[config.mk]
export PLATFORM = sky130hd
export DESIGN_NAME = acc_drain_flat
export DESIGN_NICKNAME = d
export VERILOG_FILES = /design/src/rtl/acc_drain_if.sv /design/src/rtl/acc_drain.sv /design/src/flat_wrapper.sv
export SDC_FILE = /design/constraint.sdc
export NUM_CORES = 1
export LEC_CHECK = 0
export CAP_MARGIN = 30
export CORE_ASPECT_RATIO = 1.75
export CORE_MARGIN = 1
export CORE_UTILIZATION = 45
export CTS_CLUSTER_DIAMETER = 100
export DETAILED_ROUTE_END_ITERATION = 8
export PLACE_DENSITY = 0.69
export SYNTH_ARGS = -nofsm -noshare
export SYNTH_HDL_FRONTEND = slang
export SYNTH_SLANG_ARGS = --single-unit
[constraint.sdc]
create_clock -name clk -period 8.5 [get_ports clk]
set_input_delay 0.85 -clock clk [delete_from_list [all_inputs] [get_ports clk]]
set_output_delay 0.85 -clock clk [all_outputs]
set_load 0.05 [all_outputs]
[src/rtl/acc_drain_if.sv]
// Accumulator read port and unified-buffer write port of the drain stage.
// master = drain engine, slave = accumulator bank / unified buffer side.
interface acc_drain_if #(
  parameter int ACC_WIDTH  = 32,
  parameter int OUT_WIDTH  = 16,
  parameter int IDX_WIDTH  = 4,
  parameter int ADDR_WIDTH = 8
);
  logic                  acc_rd_en;
  logic [IDX_WIDTH-1:0]  acc_rd_index;
  logic [ACC_WIDTH-1:0]  acc_rd_data;
  logic                  ub_wr_valid;
  logic                  ub_wr_ready;
  logic [ADDR_WIDTH-1:0] ub_wr_addr;
  logic [OUT_WIDTH-1:0]  ub_wr_data;

  modport master (
    output acc_rd_en, acc_rd_index,
    input  acc_rd_data,
    output ub_wr_valid, ub_wr_addr, ub_wr_data,
    input  ub_wr_ready
  );

  modport slave (
    input  acc_rd_en, acc_rd_index,
    output acc_rd_data,
    input  ub_wr_valid, ub_wr_addr, ub_wr_data,
    output ub_wr_ready
  );
endinterface

[src/rtl/acc_drain.sv]
// Accumulator drain: reads a run of accumulator entries, rescales each with a
// rounding arithmetic shift, optional ReLU, saturates to OUT_WIDTH and writes
// the results to the unified buffer at consecutive addresses.
module acc_drain #(
  parameter int ACC_WIDTH  = 32,
  parameter int OUT_WIDTH  = 16,
  parameter int DEPTH      = 4,
  parameter int IDX_WIDTH  = 4,
  parameter int ADDR_WIDTH = 8
) (
  input  logic                  clk,
  input  logic                  reset,
  input  logic                  start,
  input  logic [IDX_WIDTH-1:0]  first_index,
  input  logic [IDX_WIDTH:0]    count,
  input  logic [ADDR_WIDTH-1:0] base_addr,
  input  logic [4:0]            shift,
  input  logic                  relu_en,
  acc_drain_if.master           bus,
  output logic                  busy,
  output logic                  done
);

  localparam logic [2:0] S_IDLE  = 3'd0;
  localparam logic [2:0] S_READ  = 3'd1;
  localparam logic [2:0] S_CAPT  = 3'd2;
  localparam logic [2:0] S_WRITE = 3'd3;
  localparam logic [2:0] S_FIN   = 3'd4;

  localparam logic [IDX_WIDTH:0]   DEPTH_CNT = (IDX_WIDTH+1)'(DEPTH);
  localparam logic [IDX_WIDTH-1:0] LAST_IDX  = IDX_WIDTH'(DEPTH - 1);
  // Saturation bounds expressed at the widened arithmetic width.
  localparam logic signed [ACC_WIDTH:0] SAT_MAX =
    {{(ACC_WIDTH-OUT_WIDTH+2){1'b0}}, {(OUT_WIDTH-1){1'b1}}};
  localparam logic signed [ACC_WIDTH:0] SAT_MIN =
    {{(ACC_WIDTH-OUT_WIDTH+2){1'b1}}, {(OUT_WIDTH-1){1'b0}}};

  logic [2:0]            state_reg, state_next;
  logic [IDX_WIDTH-1:0]  idx_reg;
  logic [IDX_WIDTH:0]    n_reg;
  logic [IDX_WIDTH:0]    count_reg;
  logic [ADDR_WIDTH-1:0] base_reg;
  logic [4:0]            shift_reg;
  logic                  relu_reg;
  logic [ADDR_WIDTH-1:0] addr_reg;
  logic [OUT_WIDTH-1:0]  data_reg;

  logic [IDX_WIDTH:0]    count_clamped;
  logic                  last_entry;
  logic [IDX_WIDTH-1:0]  idx_next;
  logic [OUT_WIDTH-1:0]  result_next;

  // A first_index beyond the bank still lands on a real entry.
  function automatic logic [IDX_WIDTH-1:0] wrap_index(input logic [IDX_WIDTH-1:0] v);
    wrap_index = IDX_WIDTH'(32'(v) % 32'(DEPTH));
  endfunction

  assign count_clamped = (count > DEPTH_CNT) ? DEPTH_CNT : count;
  assign last_entry    = ((n_reg + 1'b1) >= count_reg);
  assign idx_next      = (idx_reg == LAST_IDX) ? '0 : idx_reg + 1'b1;

  // Rescale the returned partial sum: round-half-up shift, ReLU, saturate.
  always_comb begin
    logic signed [ACC_WIDTH:0] x_ext;
    logic signed [ACC_WIDTH:0] half;
    logic signed [ACC_WIDTH:0] shifted;
    x_ext = {bus.acc_rd_data[ACC_WIDTH-1], bus.acc_rd_data};
    half  = '0;
    if (shift_reg != 5'd0) begin
      half[{1'b0, shift_reg} - 6'd1] = 1'b1;
    end
    shifted = (x_ext + half) >>> shift_reg;
    if (relu_reg && (shifted < 0)) begin
      shifted = '0;
    end
    if (shifted > SAT_MAX) begin
      result_next = SAT_MAX[OUT_WIDTH-1:0];
    end else if (shifted < SAT_MIN) begin
      result_next = SAT_MIN[OUT_WIDTH-1:0];
    end else begin
      result_next = shifted[OUT_WIDTH-1:0];
    end
  end

  // Next-state logic; ready only matters while a write is pending.
  always_comb begin
    state_next = state_reg;
    case (state_reg)
      S_IDLE:  if (start) state_next = (count_clamped == '0) ? S_FIN : S_READ;
      S_READ:  state_next = S_CAPT;
      S_CAPT:  state_next = S_WRITE;
      S_WRITE: if (bus.ub_wr_ready) state_next = last_entry ? S_FIN : S_READ;
      S_FIN:   state_next = S_IDLE;
      default: state_next = S_IDLE;
    endcase
  end

  // State register and run context; reset abandons any run in progress.
  always_ff @(posedge clk or posedge reset) begin
    if (reset) begin
      state_reg <= S_IDLE;
      idx_reg   <= '0;
      n_reg     <= '0;
      count_reg <= '0;
      base_reg  <= '0;
      shift_reg <= '0;
      relu_reg  <= 1'b0;
      addr_reg  <= '0;
      data_reg  <= '0;
    end else begin
      state_reg <= state_next;
      case (state_reg)
        S_IDLE: begin
          if (start) begin
            idx_reg   <= wrap_index(first_index);
            n_reg     <= '0;
            count_reg <= count_clamped;
            base_reg  <= base_addr;
            shift_reg <= shift;
            relu_reg  <= relu_en;
          end
        end
        S_CAPT: begin
          data_reg <= result_next;
          addr_reg <= base_reg + ADDR_WIDTH'(n_reg);
        end
        S_WRITE: begin
          if (bus.ub_wr_ready && !last_entry) begin
            n_reg   <= n_reg + 1'b1;
            idx_reg <= idx_next;
          end
        end
        default: ;
      endcase
    end
  end

  assign bus.acc_rd_en    = (state_reg == S_READ);
  assign bus.acc_rd_index = idx_reg;
  assign bus.ub_wr_valid  = (state_reg == S_WRITE);
  assign bus.ub_wr_addr   = addr_reg;
  assign bus.ub_wr_data   = data_reg;
  assign busy             = (state_reg != S_IDLE);
  assign done             = (state_reg == S_FIN);

endmodule

[src/flat_wrapper.sv]
// flat-port wrapper written by rule: the top's interface ports become plain ports
module acc_drain_flat 
#(
  parameter int ACC_WIDTH  = 32,
  parameter int OUT_WIDTH  = 16,
  parameter int DEPTH      = 4,
  parameter int IDX_WIDTH  = 4,
  parameter int ADDR_WIDTH = 8
)
  (clk, reset, start, first_index, count, base_addr, shift, relu_en, busy, done, bus_acc_rd_en, bus_acc_rd_index, bus_acc_rd_data, bus_ub_wr_valid, bus_ub_wr_addr, bus_ub_wr_data, bus_ub_wr_ready);
  acc_drain_if #(.ACC_WIDTH(ACC_WIDTH), .OUT_WIDTH(OUT_WIDTH), .IDX_WIDTH(IDX_WIDTH), .ADDR_WIDTH(ADDR_WIDTH)) bus_i ();
  input  logic clk;
  input  logic reset;
  input  logic start;
  input  logic [IDX_WIDTH-1:0] first_index;
  input  logic [IDX_WIDTH:0] count;
  input  logic [ADDR_WIDTH-1:0] base_addr;
  input  logic [4:0] shift;
  input  logic relu_en;
  output logic busy;
  output logic done;
  output wire logic [$bits(bus_i.acc_rd_en)-1:0] bus_acc_rd_en;
  output wire logic [$bits(bus_i.acc_rd_index)-1:0] bus_acc_rd_index;
  input wire logic [$bits(bus_i.acc_rd_data)-1:0] bus_acc_rd_data;
  output wire logic [$bits(bus_i.ub_wr_valid)-1:0] bus_ub_wr_valid;
  output wire logic [$bits(bus_i.ub_wr_addr)-1:0] bus_ub_wr_addr;
  output wire logic [$bits(bus_i.ub_wr_data)-1:0] bus_ub_wr_data;
  input wire logic [$bits(bus_i.ub_wr_ready)-1:0] bus_ub_wr_ready;
  assign bus_acc_rd_en = bus_i.acc_rd_en;
  assign bus_acc_rd_index = bus_i.acc_rd_index;
  assign bus_i.acc_rd_data = bus_acc_rd_data;
  assign bus_ub_wr_valid = bus_i.ub_wr_valid;
  assign bus_ub_wr_addr = bus_i.ub_wr_addr;
  assign bus_ub_wr_data = bus_i.ub_wr_data;
  assign bus_i.ub_wr_ready = bus_ub_wr_ready;
  acc_drain #(.ACC_WIDTH(ACC_WIDTH), .OUT_WIDTH(OUT_WIDTH), .DEPTH(DEPTH), .IDX_WIDTH(IDX_WIDTH), .ADDR_WIDTH(ADDR_WIDTH)) u_core (.clk(clk), .reset(reset), .start(start), .first_index(first_index), .count(count), .base_addr(base_addr), .shift(shift), .relu_en(relu_en), .bus(bus_i), .busy(busy), .done(done));
endmodule
== Yosys cells after proc, flatten, opt, wreduce, memory -nomap -nowiden ==
Cells that the tools add are included.

* Register bits: 55
* Logic and storage cells: 61
* Output and inout bits: 32

* Add/sub/neg operators: 5
* Reduce and logical (&&, ||, !) cells: 12
* Shift-type cells: 1
* Mux-type cells: 19
* Equality and inequality tests: 8
* Magnitude comparators: 7

{| class="wikitable"
|+ Operator list
! operator !! number
|-
| 2-to-1 mux 33 bit || 2
|-
| adder 32 x 33 -> 33 bit || 1
|-
| > comparator 33 x 16 -> 1 bit, second input constant || 1
|-
| < comparator 33 x 1 -> 1 bit, second input constant || 1
|-
| < comparator 33 x 16 -> 1 bit, second input constant || 1
|-
| >>> shifter 33 x 5 -> 33 bit || 1
|-
| 2-to-1 mux 16 bit || 2
|-
| 2-to-1 mux 5 bit || 3
|-
| 2-to-1 mux 3 bit || 4
|-
| 2-to-1 mux 4 bit || 3
|-
| case mux 3 bit (4 select lines) || 1
|-
| case mux 5 bit (2 select lines) || 1
|-
| adder 8 x 5 -> 8 bit || 1
|-
| case mux 4 bit (2 select lines) || 1
|-
| < comparator 6 x 7 -> 1 bit, second input constant || 1
|-
| demux 1 bit (select 6 bit) || 1
|-
| equality test 3 x 2 -> 1 bit, second input constant || 2
|-
| >= comparator 6 x 1 -> 1 bit, second input constant || 1
|-
| subtractor 5 x 1 -> 6 bit, second input constant || 1
|-
| adder 5 x 1 -> 5 bit, second input constant || 1
|-
| >= comparator 5 bit || 1
|-
| > comparator 5 x 3 -> 1 bit, second input constant || 1
|-
| zero test 5 bit || 1
|-
| nonzero test 5 bit || 1
|-
| 14 further kinds || 18
|}

== Depth between registers and ports, before layout ==
Gate-level depths: netlist of the first run.

* Word-level depth: 14
* Depth in mapped cells: 27
* Mapped depth without buffers: 21

== Worst setup path before layout of the first run ==
Ideal clock, no wire load.

* Path kind: register to register
* Start point: register u_core.shift_reg[0]
* End point: register u_core.data_reg[1], in the netlist u_core.bus.ub_wr_data[1]
* Data arrival time: 6446 ps
* Setup time: 144 ps
* Clock period less this slack: 6591 ps
* Slack: 1909 ps
* Stages on the path, launching flop included: 25
* Path through: dfrtp_1 inv_1 buf_1 buf_1 buf_1 clkbuf_1 ha_1 nor2b_1 a31oi_1 o32a_1 or2_2 fa_1 nand2b_1 a21o_1 a21oi_1 o31ai_1 a41oi_1 or4b_1 o211ai_2 o221ai_1 nor4_1 nand4_1 nor4_4 buf_6 o32ai_2

* Word-level cells in the longest chain between the ends: 14
* Elaborated cells between the ends (all ways): 17
* Those cells by class: 2 x add/sub; 5 x order compare; 1 x shift; 6 x mux; 3 x reduce/logical

{| class="wikitable"
|+ Ends and longest elaborated chain
! item !! RTL line !! source
|-
| start, declared || acc_drain.sv:43 || <nowiki>logic [4:0] shift_reg;</nowiki>
|-
| start signal, assigned || acc_drain.sv:119 || <nowiki>shift_reg <= shift;</nowiki>
|-
| subtractor 5 x 1 -> 6 bit || acc_drain.sv:70 || <nowiki>half[{1'b0, shift_reg} - 6'd1] = 1'b1;</nowiki>
|-
| < comparator 6 x 7 -> 1 bit (implied by the code) / >= comparator 6 x 1 -> 1 bit (equally long branches) || acc_drain.sv:70 ||
|-
| logical AND 1 bit (implied by the code) || acc_drain.sv:70 ||
|-
| 2-to-1 mux 1 bit (implied by the code) || acc_drain.sv:70 ||
|-
| demux 1 bit (select 6 bit) || - ||
|-
| 2-to-1 mux 33 bit || acc_drain.sv:69 || <nowiki>if (shift_reg != 5'd0) begin</nowiki>
|-
| adder 32 x 33 -> 33 bit || acc_drain.sv:72 || <nowiki>shifted = (x_ext + half) >>> shift_reg;</nowiki>
|-
| >>> shifter 33 x 5 -> 33 bit (*) || acc_drain.sv:72 ||
|-
| < comparator 33 x 1 -> 1 bit || acc_drain.sv:73 || <nowiki>if (relu_reg && (shifted < 0)) begin</nowiki>
|-
| logical AND 1 bit || acc_drain.sv:73 ||
|-
| 2-to-1 mux 33 bit (*) || acc_drain.sv:73 ||
|-
| < comparator 33 x 16 -> 1 bit || acc_drain.sv:78 || <nowiki>end else if (shifted < SAT_MIN) begin</nowiki>
|-
| 2-to-1 mux 16 bit || acc_drain.sv:78 ||
|-
| 2-to-1 mux 16 bit (*) || acc_drain.sv:76 || <nowiki>if (shifted > SAT_MAX) begin</nowiki>
|-
| end signal, assigned || acc_drain.sv:124 || <nowiki>data_reg <= result_next;</nowiki>
|-
| end, declared || acc_drain.sv:46 || <nowiki>logic [OUT_WIDTH-1:0] data_reg;</nowiki>
|}

Every way passes the cells marked *; elsewhere a longest branch is shown, timed or not.
A chain may end at the register's enable or synchronous reset.

== Worst setup path in the final report of the first run ==
* Start point: register u_core.shift_reg[0]
* End point: register u_core.data_reg[2], in the netlist u_core.bus.ub_wr_data[2]

The elaborated chain is that of the path after synthesis.

==> results of run 1 <==
[tightest hold or removal path: cells and delay by family (launching register included)]
family             cells  cell delay (ns)
and+or+nand+nor        1             0.04
AOI/OAI and AO/OA      1             0.06
DFF                    1             0.34
[synthesized netlist by cell type (8+ instances only)]
cell / count / area, um^2
o21ai_1: 10 / 50.1
nand2b_1: 10 / 62.6
nor3_1: 25 / 125
mux2_2: 12 / 135
nand3_1: 16 / 80.1
nand2_1: 112 / 420
a31oi_1: 13 / 81.3
xnor2_1: 19 / 166
a211o_1: 12 / 105
mux4_2: 11 / 248
or3_1: 10 / 62.6
o21a_1: 16 / 120
o211a_1: 9 / 90.1
dfrtp_1: 55 / 1380
a21oi_1: 64 / 320
o211ai_1: 14 / 105
mux2i_1: 40 / 400
o32ai_2: 11 / 179
buf_1: 10 / 37.5
clkbuf_1: 34 / 128
inv_1: 24 / 90.1
nor2b_1: 8 / 50.1
nand4_1: 22 / 138
ha_1: 45 / 563
a21o_1: 12 / 90.1
o221ai_1: 9 / 78.8
xor2_1: 12 / 105
a211oi_1: 15 / 113
and2_1: 10 / 62.6
o21ai_0: 59 / 295
buf_2: 15 / 75.1
nor2_1: 126 / 473
[metrics by stage]
| stage | hold WS (ns) | std cells | total power, mW | worst slack (ns) |
|---|---|---|---|---|
| finish | 0.480 | 1271 | 3.43 | 1.41 |
| global route | 0.510 | 1271 | 3.68 | 1.09 |
| CTS | 0.486 | 1270 | 3.40 | 1.62 |
| detailed placement | 0.469 | 1262 | 3.14 | 1.66 |
| global placement | 0.460 | 1261 | 3.11 | 1.73 |
| floorplan | 0.464 | 998 | 2.42 | 1.91 |
[kinds of logic (layout without fill, tap and decap cells)]
family                     Yosys count  in the layout  share of synthesized area [%]
AOI/OAI and AO/OA                  330            330                           31.9
xor gates and xnor gates            32             32                           3.74
adders and majority gates           47             47                           7.85
buffers and inverters               91            140                           5.13
DFF                                 55             55                           17.9
muxes                               63             63                           10.2
and+or+nand+nor                    380            380                           23.3
[layer usage]
metal / share of wire [%] / global-route usage [%] / up-vias
met5: 0 / 0 / -
met4: 7.4 / 21.7 / 0
met3: 3.9 / 2.28 / 106
met2: 53 / 56.8 / 288
met1: 35 / 30.8 / 3819
li1: - / - / 3855
[power by group through the flow]
stage | logic, mW | clock network [mW] | registers (mW)
after detailed placement | 2.67 | 0 | 0.469
after CTS | 2.69 | 0.253 | 0.465
after global routing | 2.94 | 0.261 | 0.478
after global placement | 2.64 | 0 | 0.467
after floorplan | 1.86 | 0 | 0.558
final | 2.72 | 0.245 | 0.466
[final cells by class]
class / count / area [um^2] / share of cell area, %
Multi-Input combinational cell: 852 / 5920 / 66.7
Sequential cell: 55 / 1380 / 15.5
Timing Repair Buffer: 106 / 1020 / 11.5
Tap cell: 224 / 280 / 3.16
Clock buffer: 6 / 139 / 1.57
Inverter: 26 / 97.6 / 1.10
Clock inverter: 2 / 38.8 / 0.437
[worst paths after layout]
check                                          from                  endpoint  slack [ns]  cells past startpoint
min reg2reg                u_core.bus.ub_wr_addr[4]  u_core.bus.ub_wr_addr[4]        0.48                      2
max in group asynchronous                     reset  u_core.bus.ub_wr_addr[5]        6.98                      3
min                        u_core.bus.ub_wr_addr[4]  u_core.bus.ub_wr_addr[4]        0.48                      2
max reg2reg                     u_core.shift_reg[0]  u_core.bus.ub_wr_data[2]        1.41                     19
max                             u_core.shift_reg[0]  u_core.bus.ub_wr_data[2]        1.41                     19
min in group asynchronous                     reset       u_core.state_reg[0]        1.06                      3
==> flow_summary.yaml, run 1 <==
power:
  ir_worst_vdd_v: 0.000160
  p_leak_nw: 3.58
  comb_power_share_pct: 79.3
  p_per_area_nw_per_um2: 387
  power_frac_clock_pct: 7.1
  swShare_pct: 55.8
  p_seq_share_pct: 13.6
  internal-power_mw: 1.52
  p_sw_mw: 1.92
critical_path:
  cp_cell_sequence: "inv_1 -> ha_1 -> o21ai_0 -> nand3_1 -> nor2_1 -> ha_1 -> a21oi_1 -> o21ai_0 -> a21oi_1 -> a211oi_2 -> o41ai_2 -> nor2_1 -> o22ai_1 -> nor2_1 -> a21boi_0 -> nand4_1 -> nor4_4 -> buf_4 -> o32ai_2"
  worstSetupPathType: "register to register"
  endpoint_kind: "register"
  crit_arrival_ns: 7.26
  crit_fanout: 17
  path_buf_inv: 2
  cp-start-kind: "register"
  cp_slowest_cell: "dfrtp_1"
  critPathTopFamily: "compound AO/OA/AOI/OAI gates"
  critPathMaxStageDelay_ns: 0.73
  crit_top_cell: "nor2_1"
  required_ns: 8.67
clock_tree:
  clockRootBuffer: "clkbuf_16"
  cts_buffer_depth: 2
  cts_tree: "yes"
  cts_resized: 0
  ctsHoldBuffers: 0
  clk_latency_ns: 0.30
  cts_buffers: 5
  postCtsSetupBuffers: 0
  htreeDepth: 2
  clkTransAtPathRegs_ns: 0.08
  cts.sinks: 55
floorplan:
  rows: 62
  die_x_um: 101
  core_um2: 16500
  start_util_pct: 46.5
  die_y_um: 175
  ios: 91
  dieArea_um2: 17600
timing:
  hold_viol: 0
  finalSetupViolCount: 0
  fin_tns_setup_ns: 0
  relSlewSlack_pct: 39.3
  slew_viol_final: 0
  rsz0062_at_grt: "false"
  clock_skew_ns: 0.0109
  fmax_mhz: 141
  fin_crit_ns: 7.09
  worst_pin_slew_ns: 0.902
  min_period_over_period_pct: 83.4
yosys:
  synth_area_um2: 7690
  ys.flop_type: "dfrtp_1"
  yosys_warnings: 0
  synth_nets: 1104
  postSynthAreaPerCell_um2: 7.70
  ys_seq_area_share_pct: 17.9
  ys_ff_latch: 55
  synthCells: 998
  ys_types: 86
  synth_edf_count: 0
  synth-async-reset-ratio_pct: 100
route:
  vias: 8068
  wl_per_cell_um: 20.5
  drt_iter0_markers: 509
  ant_nets: 0
  drc: 0
  wl_mm: 26.0
  drtPass1Iterations: 5
  vias_per_cell: 6.35
cells_and_area:
  drive_gt1_share_pct: 8.98
  area_delta_synth_final_pct: 15.4
  nets: 1152
  final_cell_mix: "nor2_1 (126), nand2_1 (112), clkdlybuf4s50_1 (88)"
  fin_util_pct: 53.7
  largest_reg_flops: 16
  fill_cells: 1653
  diodes: 0
  fin_area_um2: 8870
  layout_commonest_cell: "nor2_1"
placement:
  place_hpwl_mm: 20.8
  gp_congestion: 0.971
  io_buffers: 88
  placed_cell_area_um2: 8680
grt:
  grt_pass1_vias: 8057
  grt_antenna_before_repair: 0
  grt_pass1_wl_mm: 41.6
  gr-total-overflow: 0
  grt_max_degree: 56
  grt_usage_pct: 30.3
run:
  drv_cap: 0
outcome:
  status: "finished, final reports clean"
worst_hold_path:
  hold_class: "register to register"
Note: power is estimated with default switching activity, not from simulation.
==> run 2, diff against run 1 <==
clock period = 6.55 ns   (was 8.5 ns; I/O delays follow)
==> run 2 against run 1 <==
  * Power is 33% higher
  * Setup slack worse by 1.0 ns
  * Via count is 0.74% higher
  * Register-to-register slack lost 1.0 ns
  * Core utilization is 0.69 points higher
  * Flip-flop and latch count unchanged
  * Wire length increased by 2.8%
  * Sequential power grew 26%
  * Combinational power grew 33%
  * Critical endpoint is now u_core.bus.ub_wr_data[3]
  * Highest routed layer unchanged
==> flow_summary.yaml, run 2 (same netlist as run 1, synthesis figures left out) <==
outcome:
  status: "finished, final reports clean"
floorplan:
  rows: 62
  core_um2: 16500
  die_x_um: 101
  start_util_pct: 46.5
  die_y_um: 175
  dieArea_um2: 17600
  ios: 91
cells_and_area:
  largest_reg_flops: 16
  area_delta_synth_final_pct: 16.8
  fin_util_pct: 54.4
  diodes: 0
  final_cell_mix: "nor2_1 (126), nand2_1 (112), clkdlybuf4s50_1 (88)"
  drive_gt1_share_pct: 9.92
  fill_cells: 1628
  layout_commonest_cell: "nor2_1"
  nets: 1163
power:
  total_power_mw: 4.55
  ir_worst_vdd_v: 0.000260
  p_per_area_nw_per_um2: 507
  p_leak_nw: 3.64
timing:
  whs_ns: 0.480
  worst_pin_slew_ns: 0.855
  finalSetupViolCount: 0
  fin_ws_ns: 0.406
  slew_viol_final: 0
  fin_crit_ns: 6.14
  rsz0062_at_grt: "false"
  fmax_mhz: 163
  fin_tns_setup_ns: 0
  min_period_over_period_pct: 93.8
  relSlewSlack_pct: 42.5
  clock_skew_ns: 0.00844
  hold_viol: 0
clock_tree:
  cts_buffer_depth: 2
  postCtsSetupBuffers: 0
  cts_resized: 0
  cts_buffers: 5
  ctsHoldBuffers: 0
  htreeDepth: 2
  cts_tree: "yes"
  clockRootBuffer: "clkbuf_16"
  clkTransAtPathRegs_ns: 0.08
  cts.sinks: 55
  clk_latency_ns: 0.30
worst_hold_path:
  hold_class: "register to register"
route:
  wl_per_cell_um: 20.9
  ant_nets: 0
  vias: 8128
  vias_per_cell: 6.34
  drc: 0
  wl_mm: 26.7
  drtPass1Iterations: 6
  drt_iter0_markers: 625
placement:
  place_hpwl_mm: 21.5
  gp_congestion: 1.02
  post-place-ws_ns: 0.413
  io_buffers: 88
grt:
  grt_pass1_wl_mm: 42.0
  grt_max_degree: 56
  grt_pass1_vias: 7981
  gr-total-overflow: 0
  grt_usage_pct: 30.8
  grt_antenna_before_repair: 0
critical_path:
  required_ns: 6.73
  worstSetupPathType: "register to register"
  cp-start-kind: "register"
  crit_arrival_ns: 6.32
  endpoint_kind: "register"
  crit_fanout: 14
run:
  drv_cap: 0
## run 2: changes by cell type in the layout (fill, tap and decap cells not counted)
cell / previous run / this run
inv_8: 0 / 1
inv_6: 1 / 0
clkbuf_8: 1 / 0
bufinv_16: 1 / 2
buf_12: 0 / 1
buf_4: 17 / 27
## run 2: critical path, cell delays in order (launching register included)
cell	delay [ns]
dfrtp_1	0.42
inv_1	0.10
ha_1	0.41
nor2b_1	0.26
a31oi_1	0.11
o32a_1	0.32
nor2_1	0.19
ha_1	0.23
inv_1	0.07
fa_1	0.39
nand2b_1	0.19
a21o_1	0.22
a2111oi_2	0.41
a311oi_1	0.17
a21o_1	0.29
xnor2_2	0.18
o21ai_0	0.59
o32ai_1	0.21
nor4_1	0.33
nand4_1	0.24
nor4_4	0.37
buf_12	0.20
o32ai_2	0.10
## run 2: where the power goes
part / leakage [nW] / internal, mW / switching, mW
Clock: 0.0959 / 0.222 / 0.129
Combinational: 2.90 / 1.34 / 2.28
Sequential: 0.644 / 0.470 / 0.115
Total: 3.64 / 2.03 / 2.52
## run 2: cell type report
cell class	instances	area, um^2	area share (%)
Clock buffer	5	125	1.39
Clock inverter	3	71.3	0.794
Inverter	26	97.6	1.09
Multi-Input combinational cell	852	5920	65.9
Sequential cell	55	1380	15.3
Tap cell	224	280	3.12
Timing Repair Buffer	117	1110	12.4
## run 2: path summary, 6_finish.rpt
| kind | from | endpoint | slack [ns] | depth (start not counted) |
|---|---|---|---|---|
| setup / recovery | u_core.shift_reg[1] | u_core.bus.ub_wr_data[3] | 0.41 | 22 |
| hold / removal | u_core.bus.ub_wr_addr[1] | u_core.bus.ub_wr_addr[1] | 0.48 | 2 |
| setup reg to reg | u_core.shift_reg[1] | u_core.bus.ub_wr_data[3] | 0.41 | 22 |
| hold reg to reg | u_core.bus.ub_wr_addr[1] | u_core.bus.ub_wr_addr[1] | 0.48 | 2 |
| max in group asynchronous | reset | u_core.bus.ub_wr_addr[5] | 5.22 | 3 |
| min in group asynchronous | reset | u_core.bus.ub_wr_data[0] | 0.85 | 3 |
## run 2: metal layers
metal	up-vias	track usage, %	part of all wire, %
li1	3894	-	-
met1	3804	31.3	36
met2	306	56.6	52
met3	124	1.88	3.7
met4	0	25.2	8.9
met5	-	0	0
## run 2: through the flow
step	instances	instance area, um^2
after global placement	1272	8770
after floorplan	998	7690
final	1282	8980
after detailed placement	1273	8770
after CTS	1281	8970
after global routing	1282	8980
